<file path="config.mk">
export PLATFORM = sky130hd
export DESIGN_NAME = hammer_campaign_ctrl
export DESIGN_NICKNAME = d
export VERILOG_FILES = /design/src/rtl/hammer_pkg.sv /design/src/rtl/hammer_campaign_ctrl_stats.sv /design/src/rtl/hammer_campaign_ctrl.sv
export SDC_FILE = /design/constraint.sdc
export NUM_CORES = 1
export LEC_CHECK = 0
export ABC_CLOCK_PERIOD_IN_PS = 9600
export CELL_PAD_IN_SITES_DETAIL_PLACEMENT = 0
export CELL_PAD_IN_SITES_GLOBAL_PLACEMENT = 2
export CORE_MARGIN = 1.5
export CORE_UTILIZATION = 31
export CTS_BUF_LIST = sky130_fd_sc_hd__clkbuf_8
export CTS_CLUSTER_DIAMETER = 80
export DETAILED_ROUTE_END_ITERATION = 6
export PLACE_DENSITY = 0.9
export SLEW_MARGIN = 20
export SYNTH_ARGS = -nofsm -noshare
export SYNTH_HDL_FRONTEND = slang
export SYNTH_SLANG_ARGS = --single-unit
</file>
<file path="constraint.sdc">
create_clock -name clk -period 9.6 [get_ports clk]
set_clock_uncertainty 0.2 [all_clocks]
set_input_delay 1.44 -clock clk [delete_from_list [all_inputs] [get_ports clk]]
set_output_delay 1.44 -clock clk [all_outputs]
set_load 0.02 [all_outputs]
</file>
<file path="src/rtl/hammer_pkg.sv">
// hammer_pkg: controller states, tester state encodings and the per-row result record
package hammer_pkg;
    typedef enum logic [2:0] {S_IDLE, S_ARM, S_RUN, S_CAPTURE, S_NEXT, S_DONE} state_t;
    localparam logic [3:0] TST_IDLE = 4'd0;
    localparam logic [3:0] TST_INIT = 4'd1;
    localparam logic [3:0] TST_HAMMER = 4'd2;
    localparam logic [3:0] TST_CHECK = 4'd3;
    localparam logic [3:0] TST_REPORT = 4'd4;
    localparam logic [3:0] TST_FINISH = 4'd5;
    localparam logic [3:0] TEST_FINISH_DEFAULT = TST_FINISH;
    localparam int ROW_WIDTH_DEF = 12;
    typedef struct packed {
        logic [ROW_WIDTH_DEF-1:0] row;
        logic [63:0] flips;
        logic timeout;
    } result_t;
endpackage

</file>
<file path="src/rtl/hammer_campaign_ctrl_stats.sv">
// campaign_stats: saturating flip total plus largest per-row count and its row
module campaign_stats
    import hammer_pkg::*;
#(
    parameter int ROW_WIDTH = 12
) (
    input  logic                 clk,
    input  logic                 reset,
    input  logic                 clear,
    input  logic                 update,
    input  logic [ROW_WIDTH-1:0] row,
    input  logic [63:0]          flips,
    output logic [63:0]          total_flips,
    output logic [63:0]          max_flips,
    output logic [ROW_WIDTH-1:0] max_row
);
    logic [64:0] sum;
    assign sum = {1'b0, total_flips} + {1'b0, flips};
    // strict compare keeps the earliest row on ties
    always_ff @(posedge clk) begin
        if (!reset || clear) begin
            total_flips <= '0;
            max_flips <= '0;
            max_row <= '0;
        end else if (update) begin
            total_flips <= sum[64] ? '1 : sum[63:0];
            if (flips > max_flips) begin
                max_flips <= flips;
                max_row <= row;
            end
        end
    end
endmodule

</file>
<file path="src/rtl/hammer_campaign_ctrl.sv">
// hammer_campaign_ctrl: sweeps the row-hammer tester across a row range and gathers results
// Define HAMMER_CAMPAIGN_TIMEOUT_EN to build the per-row timeout counter.
module hammer_campaign_ctrl
    import hammer_pkg::*;
#(
    parameter int         ADDR_WIDTH  = 64,
    parameter int         ROW_WIDTH   = 12,
    parameter int         ROW_POS     = 10,
    parameter logic [3:0] TEST_FINISH = TEST_FINISH_DEFAULT
) (
    input  logic                  clk,
    input  logic                  reset,
    input  logic                  start,
    input  logic                  abort,
    input  logic [ADDR_WIDTH-1:0] base_address,
    input  logic [ROW_WIDTH-1:0]  row_first,
    input  logic [ROW_WIDTH-1:0]  row_last,
    input  logic [ROW_WIDTH-1:0]  row_stride,
    input  logic [31:0]           timeout,
    output logic                  test_reset,
    output logic [ADDR_WIDTH-1:0] test_address,
    input  logic [3:0]            test_state,
    input  logic [63:0]           test_flips,
    output logic                  res_valid,
    input  logic                  res_ready,
    output logic [ROW_WIDTH-1:0]  res_row,
    output logic [63:0]           res_flips,
    output logic                  res_timeout,
    output logic                  busy,
    output logic                  done,
    output logic [63:0]           total_flips,
    output logic [63:0]           max_flips,
    output logic [ROW_WIDTH-1:0]  max_row
);
    state_t state, state_nxt;
    logic [ROW_WIDTH-1:0] row_q, last_q, stride_q;
    logic [ADDR_WIDTH-1:0] base_q;
    logic [63:0] flips_q;
    logic to_q, finish, timed_out, launch, handshake, nxt_stop;
    logic [ROW_WIDTH:0] nxt;

    assign finish = test_state == TEST_FINISH;
    assign launch = state == S_IDLE && start;
    assign handshake = state == S_CAPTURE && res_ready && !abort;
    assign nxt = {1'b0, row_q} + {1'b0, stride_q};
    assign nxt_stop = nxt[ROW_WIDTH] || nxt[ROW_WIDTH-1:0] > last_q;

`ifdef HAMMER_CAMPAIGN_TIMEOUT_EN
    logic [31:0] timeout_q, timer;
    always_ff @(posedge clk) begin
        if (!reset) begin
            timeout_q <= '0;
            timer <= '0;
        end else begin
            if (launch) timeout_q <= timeout;
            timer <= state == S_RUN ? timer + 32'd1 : 32'd0;
        end
    end
    assign timed_out = timeout_q != 32'd0 && timer == timeout_q - 32'd1;
`else
    logic unused_timeout;
    assign unused_timeout = ^timeout;
    assign timed_out = 1'b0;
`endif

    always_ff @(posedge clk) begin
        if (!reset) state <= S_IDLE;
        else state <= state_nxt;
    end

    always_comb begin
        state_nxt = state;
        case (state)
            S_IDLE:    if (start) state_nxt = row_first > row_last ? S_DONE : S_ARM;
            S_ARM:     state_nxt = S_RUN;
            S_RUN:     if (finish || timed_out) state_nxt = S_CAPTURE;
            S_CAPTURE: if (res_ready) state_nxt = S_NEXT;
            S_NEXT:    state_nxt = nxt_stop ? S_DONE : S_ARM;
            default:   state_nxt = S_IDLE;
        endcase
        if (abort && state != S_IDLE && state != S_DONE) state_nxt = S_DONE;
    end

    always_comb begin
        test_reset = state != S_RUN;
        res_valid = state == S_CAPTURE;
        busy = state != S_IDLE;
        done = state == S_DONE;
        res_row = row_q;
        res_flips = flips_q;
        res_timeout = to_q;
        test_address = base_q;
        test_address[ROW_POS +: ROW_WIDTH] = row_q;
    end

    // row_q only moves in IDLE and NEXT, so the address is stable from ARM to CAPTURE
    always_ff @(posedge clk) begin
        if (!reset) begin
            row_q <= '0;
            last_q <= '0;
            stride_q <= '0;
            base_q <= '0;
            flips_q <= '0;
            to_q <= 1'b0;
        end else begin
            if (launch) begin
                row_q <= row_first;
                last_q <= row_last;
                stride_q <= row_stride == '0 ? ROW_WIDTH'(1) : row_stride;
                base_q <= base_address;
            end
            if (state == S_RUN && (finish || timed_out)) begin
                flips_q <= test_flips;
                to_q <= !finish;
            end
            if (state == S_NEXT && !nxt_stop && !abort) row_q <= nxt[ROW_WIDTH-1:0];
        end
    end

    campaign_stats #(.ROW_WIDTH(ROW_WIDTH)) u_stats (
        .clk         (clk),
        .reset       (reset),
        .clear       (launch),
        .update      (handshake),
        .row         (row_q),
        .flips       (flips_q),
        .total_flips (total_flips),
        .max_flips   (max_flips),
        .max_row     (max_row)
    );
endmodule

</file>
==> reports/results.txt, run 1 <==
Clock slew at reported path FFs: 60 ps
Sink Count: 296
Kind of critical path: reg -> reg
Synth cell types: 74
Core region area: 0.0550 sq mm
Post-CTS Hold Buffers: 0
Multi-input combinational cell area: 0.0103 sq mm
FF+latch area: 0.00593 sq mm
Critical path, cell by cell: ha_1 -> a21o_1 -> a21oi_1 -> o21ai_0 -> a21oi_1 -> o21bai_1 -> a41o_1 -> o21ai_0 -> nand2b_1 -> a21oi_1 -> xnor2_1 -> ha_1 -> nand4_1 -> nor2_1 -> a2111oi_0 -> nor2_1 -> a2111o_1 -> nor3_2 -> a22oi_1 -> a21boi_0
Routed via count: 15800
Antenna violations before repair: 7
Cts repair resizes: 0
Vert. Die Dim: 239 microns
Cell taking the most area after synthesis: dfxtp_1
Top FF cell, synth: dfxtp_1
Finished Cell Area: 0.0233 sq mm
Later-pin clock latency in the skew report: 650 ps
Std cell rows: 86
Router iterations before antenna repair: 4
Largest net degree at the start of global routing: 90
Leakage: 9.83 nW
Die Wd: 239 microns
Hold crit path type: reg -> reg
Reg2reg path depth: 20
RSZ-0062 raised after global routing: false
Synth Instances: 2032
Reg2Reg Setup Slack: 4520 ps
GRT met1 Usage: 0.242
Final hold violations: 0
Worst R2R End: res_row[8]
Placed cell count: 3111
H-Tree Depth: 2
Worst Path Max Fanout: 10
Hold depth: 2
Final RePlAce weighted congestion: 0.845
Filler Cells Inserted: 5506
Syn nets: 2403
Vias in the first global route: 16000
Tightest Pin Transition: 1030 ps
WP data required: 9960 ps
Crit-path slowest cell: nor3_2
Worst Setup End Kind: register
Ranking of synthesized cells by area: dfxtp_1 34%, ha_1 12%, nand2_1 7.4%
CTS root buf: clkbuf_8
Gr usage total: 0.199
Non-Filler Instances: 3211
PwrDens: 162 mW/mm^2
Routed WL per cell: 18.1 microns
CTS tree: built
Max-capacitance violation count: 0
Synth Warn #: 0
Tcrit/Tclk final: 0.529
Most common cell in the netlist: nand2_1
Sequential-to-total area share from yosys stat: 0.344
I/O pin count: 490
FF+latch count, synth: 296
Nets: 2791
Crit start category: register
Number of flops mapped to enable cells by yosys: 0
Met2 Use GR: 0.334
Slew Limit Headroom: 0.311
Hold EP: base_q[29]
Share of cells above drive strength 1: 0.0720
CP dominant cell by count: a21oi_1
Post-route ant nets: 0
Initial core utilization: 0.313
Via density: 4.93
Port Buffers: 445
Synth top area share: 0.344
Status: completed
Slew Viols, Final: 0
Post-synthesis cell area: 0.0172 sq mm
1st-iter DRT viols: 587
Bufs on Longest Clock Path: 3
Total power: 0.00377 W
GRT overflow: 0
GR Util met3: 0.0583
Global-route wire length before repair: 89700 microns
Layer with the highest usage: met2
WL final: 58000 microns
Post-DP HPWL: 42700 microns
Placed Area: 0.0222 sq mm
Die Area: 0.0570 sq mm
Setup-failing EPs final: 0
Synth async-reset ratio: 0
Crit path DAT: 5440 ps
Synth cell count leaders: 339 x nand2_1, 296 x dfxtp_1, 164 x ha_1
Num CTS Buffers: 55
Post-CTS setup buffers: 0
Slowest stage delay, CP: 650 ps
Average size of a mapped cell: 8.48 sq um
Worst hold path startpoint: base_q[29]
Final Critical Period: 5080 ps
Fmax: 197 MHz
Number of remaining DRC errors: 0
VDD IR max: 0.000120 V
TNS Setup: 0 ps
R2R Path Start: res_row[1]
Area grow syn2layout: 35.1%
## state kept, by name, summed over array words and instances (netlist names), 3 cells and up
signal and count:
base_q 52, last_q 12, res_flips 64, res_row 12, state 3, stride_q 12
u_stats.max_flips 64, u_stats.max_row 12, u_stats.total_flips 64
## cells by family (layout without fill, tap and decap cells)
kind of cell | count (synthesis) | after routing | share of synthesized area
mux | 76 | 76 | 0.0442
compound gates | 554 | 554 | 0.237
buf+inv | 242 | 669 | 0.0590
other cells | 0 | 4 | 0
xor+xnor | 68 | 68 | 0.0346
fa+ha+maj | 166 | 166 | 0.121
flops | 296 | 296 | 0.344
simple gates | 630 | 630 | 0.160
## layout by cell type (no fill, tap or decap), types with 5 or more instances in the layout
master	netlist	layout
or3_1	5	5
mux2i_1	76	76
nor2_1	137	136
and3_1	6	6
o221a_2	58	58
clkbuf_8	0	67
a31oi_1	8	8
inv_1	118	137
a21oi_1	105	105
nand3_1	25	25
o211ai_1	5	5
o31ai_1	5	5
o21ai_0	52	52
o21ai_1	7	7
o21bai_1	13	13
ha_1	164	164
a21boi_0	153	153
nor4_1	7	7
nor2b_1	12	12
clkdlybuf4s50_1	0	444
nor3_1	20	19
o21a_1	12	12
clkinv_2	0	5
buf_4	12	11
dfxtp_1	296	296
a22oi_1	10	10
xor2_1	20	20
xnor2_1	48	48
nand4_1	39	39
nand2_1	339	337
nand2b_1	11	11
a21o_1	77	77
a211oi_1	8	8
## worst max-delay path: cells and delay by family (launching register included)
family | cells | cell delay (ps)
simple gates | 5 | 990
flops | 1 | 450
compound gates | 12 | 2610
fa+ha+maj | 2 | 560
xor+xnor | 1 | 170
## stage by stage
| step | setup slack [ps] | hold slack, ps | util |
|---|---|---|---|
| 3_3_place_gp | 4520 | 251 | 0.403 |
| 3_5_place_dp | 4570 | 261 | 0.403 |
| 2_1_floorplan | 5040 | 243 | - |
| 6_report | 4520 | 266 | 0.423 |
| 5_1_grt | 4080 | 285 | 0.423 |
| 4_1_cts | 4500 | 270 | 0.423 |
## report_power, final
part           switching [W]  total, W  internal [W]  leakage [nW]
clock               0.000561   0.00124      0.000678         0.631
sequential         0.0000910   0.00142       0.00133          2.40
combinational       0.000655   0.00111      0.000454          6.80
## layout make-up
class	instances	share of cell area
sequential	296	0.255
inverter	118	0.0190
clock inverter	29	0.00769
clock buffer	67	0.0396
tap	748	0.0402
multi-input combinational	1494	0.444
antenna	4	0.000430
timing repair buffer	455	0.195
## per-layer routing
| layer | part of all wire | vias to the layer above | routed length (microns) |
|---|---|---|---|
| met1 | 0.43 | 7387 | 25100 |
| met2 | 0.46 | 422 | 26700 |
| met5 | 0.00043 | - | 25 |
| li1 | - | 7937 | - |
| met4 | 0.032 | 4 | 1850 |
| met3 | 0.073 | 94 | 4250 |
## worst max path at each step
stage	start	end	slack, ps	depth (start not counted)
6_report	res_row[1]	res_row[8]	4520	20
3_5_place_dp	res_row[1]	res_row[6]	4570	20
2_1_floorplan	res_row[1]	res_row[0]	5040	21
4_1_cts	res_row[1]	res_row[6]	4500	20
5_1_grt	res_row[1]	res_row[10]	4080	20
3_3_place_gp	res_row[1]	res_row[3]	4520	20
Power figures use the tool's default switching activity.
==> run 2, diff against run 1 <==
- ABC_CLOCK_PERIOD_IN_PS: 9600 -> 4800
- CORE_UTILIZATION: 31 -> 29
- PLACE_DENSITY: 0.9 -> 0.85
- clock period: 9.6 -> 4.8 ns (I/O delays scaled with it)
==> reports/results.txt, run 2 (synthesis results as in run 1) <==
H-Tree Depth: 2 (unchanged)
Global-route wire length before repair: 91500 microns (+2.0%)
Antenna violations before repair: 7 (unchanged)
CP Launch Point: res_row[1]
WP data required: 5130 ps (-4830 ps)
Nets: 2816 (+0.90%)
CP top delay family: compound AO/OA/AOI/OAI gates
Clock slew at reported path FFs: 60 ps (about the same)
Router iterations before antenna repair: 5 (+1)
Fin worst setup slack: 183 ps (-4340 ps)
Final hold violations: 0 (unchanged)
Bufs on Longest Clock Path: 3 (unchanged)
Multi-input combinational cell area: 0.0103 sq mm (+0.18%)
Tcrit/Tclk final: 0.962 (+0.433)
CTS root buf: clkbuf_8
Final RePlAce weighted congestion: 0.894 (+5.7%)
Finished Cell Area: 0.0237 sq mm (+2.0%)
Kind of critical path: reg -> reg
Share of cells above drive strength 1: 0.0883 (+0.0163)
Setup-failing EPs final: 0 (unchanged)
R2R Path Start: res_row[1]
Max-capacitance violation count: 0 (unchanged)
Largest net degree at the start of global routing: 89 (-1.1%)
Area grow syn2layout: 37.7%
Crit-path slowest cell: fa_2
Number of remaining DRC errors: 0 (unchanged)
Routed WL per cell: 18.5 microns (+2.7%)
Later-pin clock latency in the skew report: 660 ps (about the same)
Placed Area: 0.0224 sq mm (+1.2%)
Slew Viols, Final: 0 (unchanged)
Reg2reg path depth: 22 (+10%)
Initial core utilization: 0.292 (-0.0209)
Fmax: 217 MHz (+10%)
Most common cell after layout, fill and taps aside: clkdlybuf4s50_1
Commonest non-fill, non-tap cells in the layout: 444 x clkdlybuf4s50_1, 337 x nand2_1, 296 x dfxtp_1
1st-iter DRT viols: 651 (+11%)
Post-DP HPWL: 45300 microns (+5.9%)
Post-CTS Hold Buffers: 0 (unchanged)
Slew Limit Headroom: 0.331 (+0.0193)
Status: completed
WL final: 60600 microns (+4.5%)
Core region area: 0.0589 sq mm (+7.1%)
Crit path DAT: 4950 ps (-490 ps)
VDD IR max: 0.000275 V (+130%)
Post-route ant nets: 0 (unchanged)
WHS: 180 ps (-85.2 ps)
Tightest Pin Transition: 1000 ps (-29.0 ps)
Via density: 4.93 (about the same)
I/O pin count: 490 (unchanged)
Filler Cells Inserted: 5940 (+7.9%)
Gr usage total: 0.192 (-0.00693)
Worst Setup End Kind: register
Slowest stage delay, CP: 420 ps (-230 ps)
GRT overflow: 0 (unchanged)
Num CTS Buffers: 58 (+5.5%)
Std cell rows: 89 (+3.5%)
Critical path depth: 22 (+10%)
Sink Count: 296 (unchanged)
Die Area: 0.0609 sq mm (+6.8%)
Port Buffers: 445 (unchanged)
CTS tree: built
Hold depth: 2 (unchanged)
Hold crit path type: in -> reg
FF+latch area: 0.00593 sq mm (unchanged)
Worst Path Max Fanout: 9 (-1)
PwrDens: 338 mW/mm^2 (+110%)
Vert. Die Dim: 247 microns (+3.3%)
Vias in the first global route: 16100 (+0.73%)
CP bufs+invs: 3 (+3)
Critical path, cell by cell: buf_4 -> inv_1 -> fa_2 -> nor2b_2 -> o21ai_1 -> a21boi_1 -> o21a_1 -> o21ai_1 -> nand2b_1 -> a31o_2 -> a21oi_1 -> xnor2_1 -> ha_1 -> nand4_1 -> nor2_1 -> a2111oi_2 -> nor2_1 -> a2111o_1 -> or3_1 -> buf_4 -> nand3_1 -> a21boi_0
Worst hold path startpoint: reset
Routed via count: 16100 (+1.7%)
Die Wd: 247 microns (+3.3%)
Crit start category: register
Leakage: 10.1 nW (+2.3%)
Final Critical Period: 4620 ps (-460 ps)
Worst slack at placement: 161 ps (-4410 ps)
[run 2: cell types whose count changed in the layout (fill, tap and decap cells not counted), sizes merged, moves of 2 or more]
cell	before	now
inv	137	133
buf	11	33
bufinv	2	4
clkbuf	67	73
clkinv	5	13
diode	4	2
[run 2: what timing repair did]
action / in CTS / in global routing
setup endpoints to repair: 0 / 13
setup buffers: 0 / 2
resized for setup: 0 / 8
[run 2: worst reg2reg max path, stage by stage, from the launching register on]
cell and delay (ps):
dfxtp_1 350, buf_4 150, inv_1 70, fa_2 420, nor2b_2 130, o21ai_1 80, a21boi_1 190, o21a_1 170
o21ai_1 70, nand2b_1 90, a31o_2 180, a21oi_1 80, xnor2_1 230, ha_1 290, nand4_1 140, nor2_1 80
a2111oi_2 390, nor2_1 80, a2111o_1 360, or3_1 340, buf_4 200, nand3_1 100, a21boi_0 110
[run 2: layer usage]
layer	up-vias	wire (microns)	track usage
met5	-	70	0
met4	10	1490	0.0558
met3	95	4740	0.0633
met2	446	28200	0.327
met1	7558	26100	0.230
li1	8006	-	-
[run 2: path summary, 6_finish.rpt]
path | to | slack (ps)
worst min register to register | base_q[23] | 260
worst max register to register | res_row[4] | 180
worst min-delay path | state[2] | 180
worst max-delay path | res_row[4] | 180
[run 2: cell type report]
type | count | share of cell area
Antenna cell | 2 | 0.000211
Clock buffer | 73 | 0.0423
Clock inverter | 34 | 0.0112
Inverter | 118 | 0.0187
Multi-Input combinational cell | 1494 | 0.436
Sequential cell | 296 | 0.250
Tap cell | 773 | 0.0408
Timing Repair Buffer | 477 | 0.201
[run 2: per-stage QoR]
step	total power, W	utilization	TNS [ps]	instances
2_1_floorplan	0.00422	-	0	2032
3_3_place_gp	0.00525	0.381	0	3156
3_5_place_dp	0.00527	0.381	0	3156
4_1_cts	0.00813	0.402	0	3263
5_1_grt	0.00849	0.403	-487	3265
6_report	0.00802	0.403	0	3267
[run 2: report_power, final]
| part | internal (W) | switching, W |
|---|---|---|
| Combinational | 0.00102 | 0.00139 |
| Sequential | 0.00267 | 0.000171 |
| Clock | 0.00159 | 0.00119 |
| Total | 0.00528 | 0.00275 |
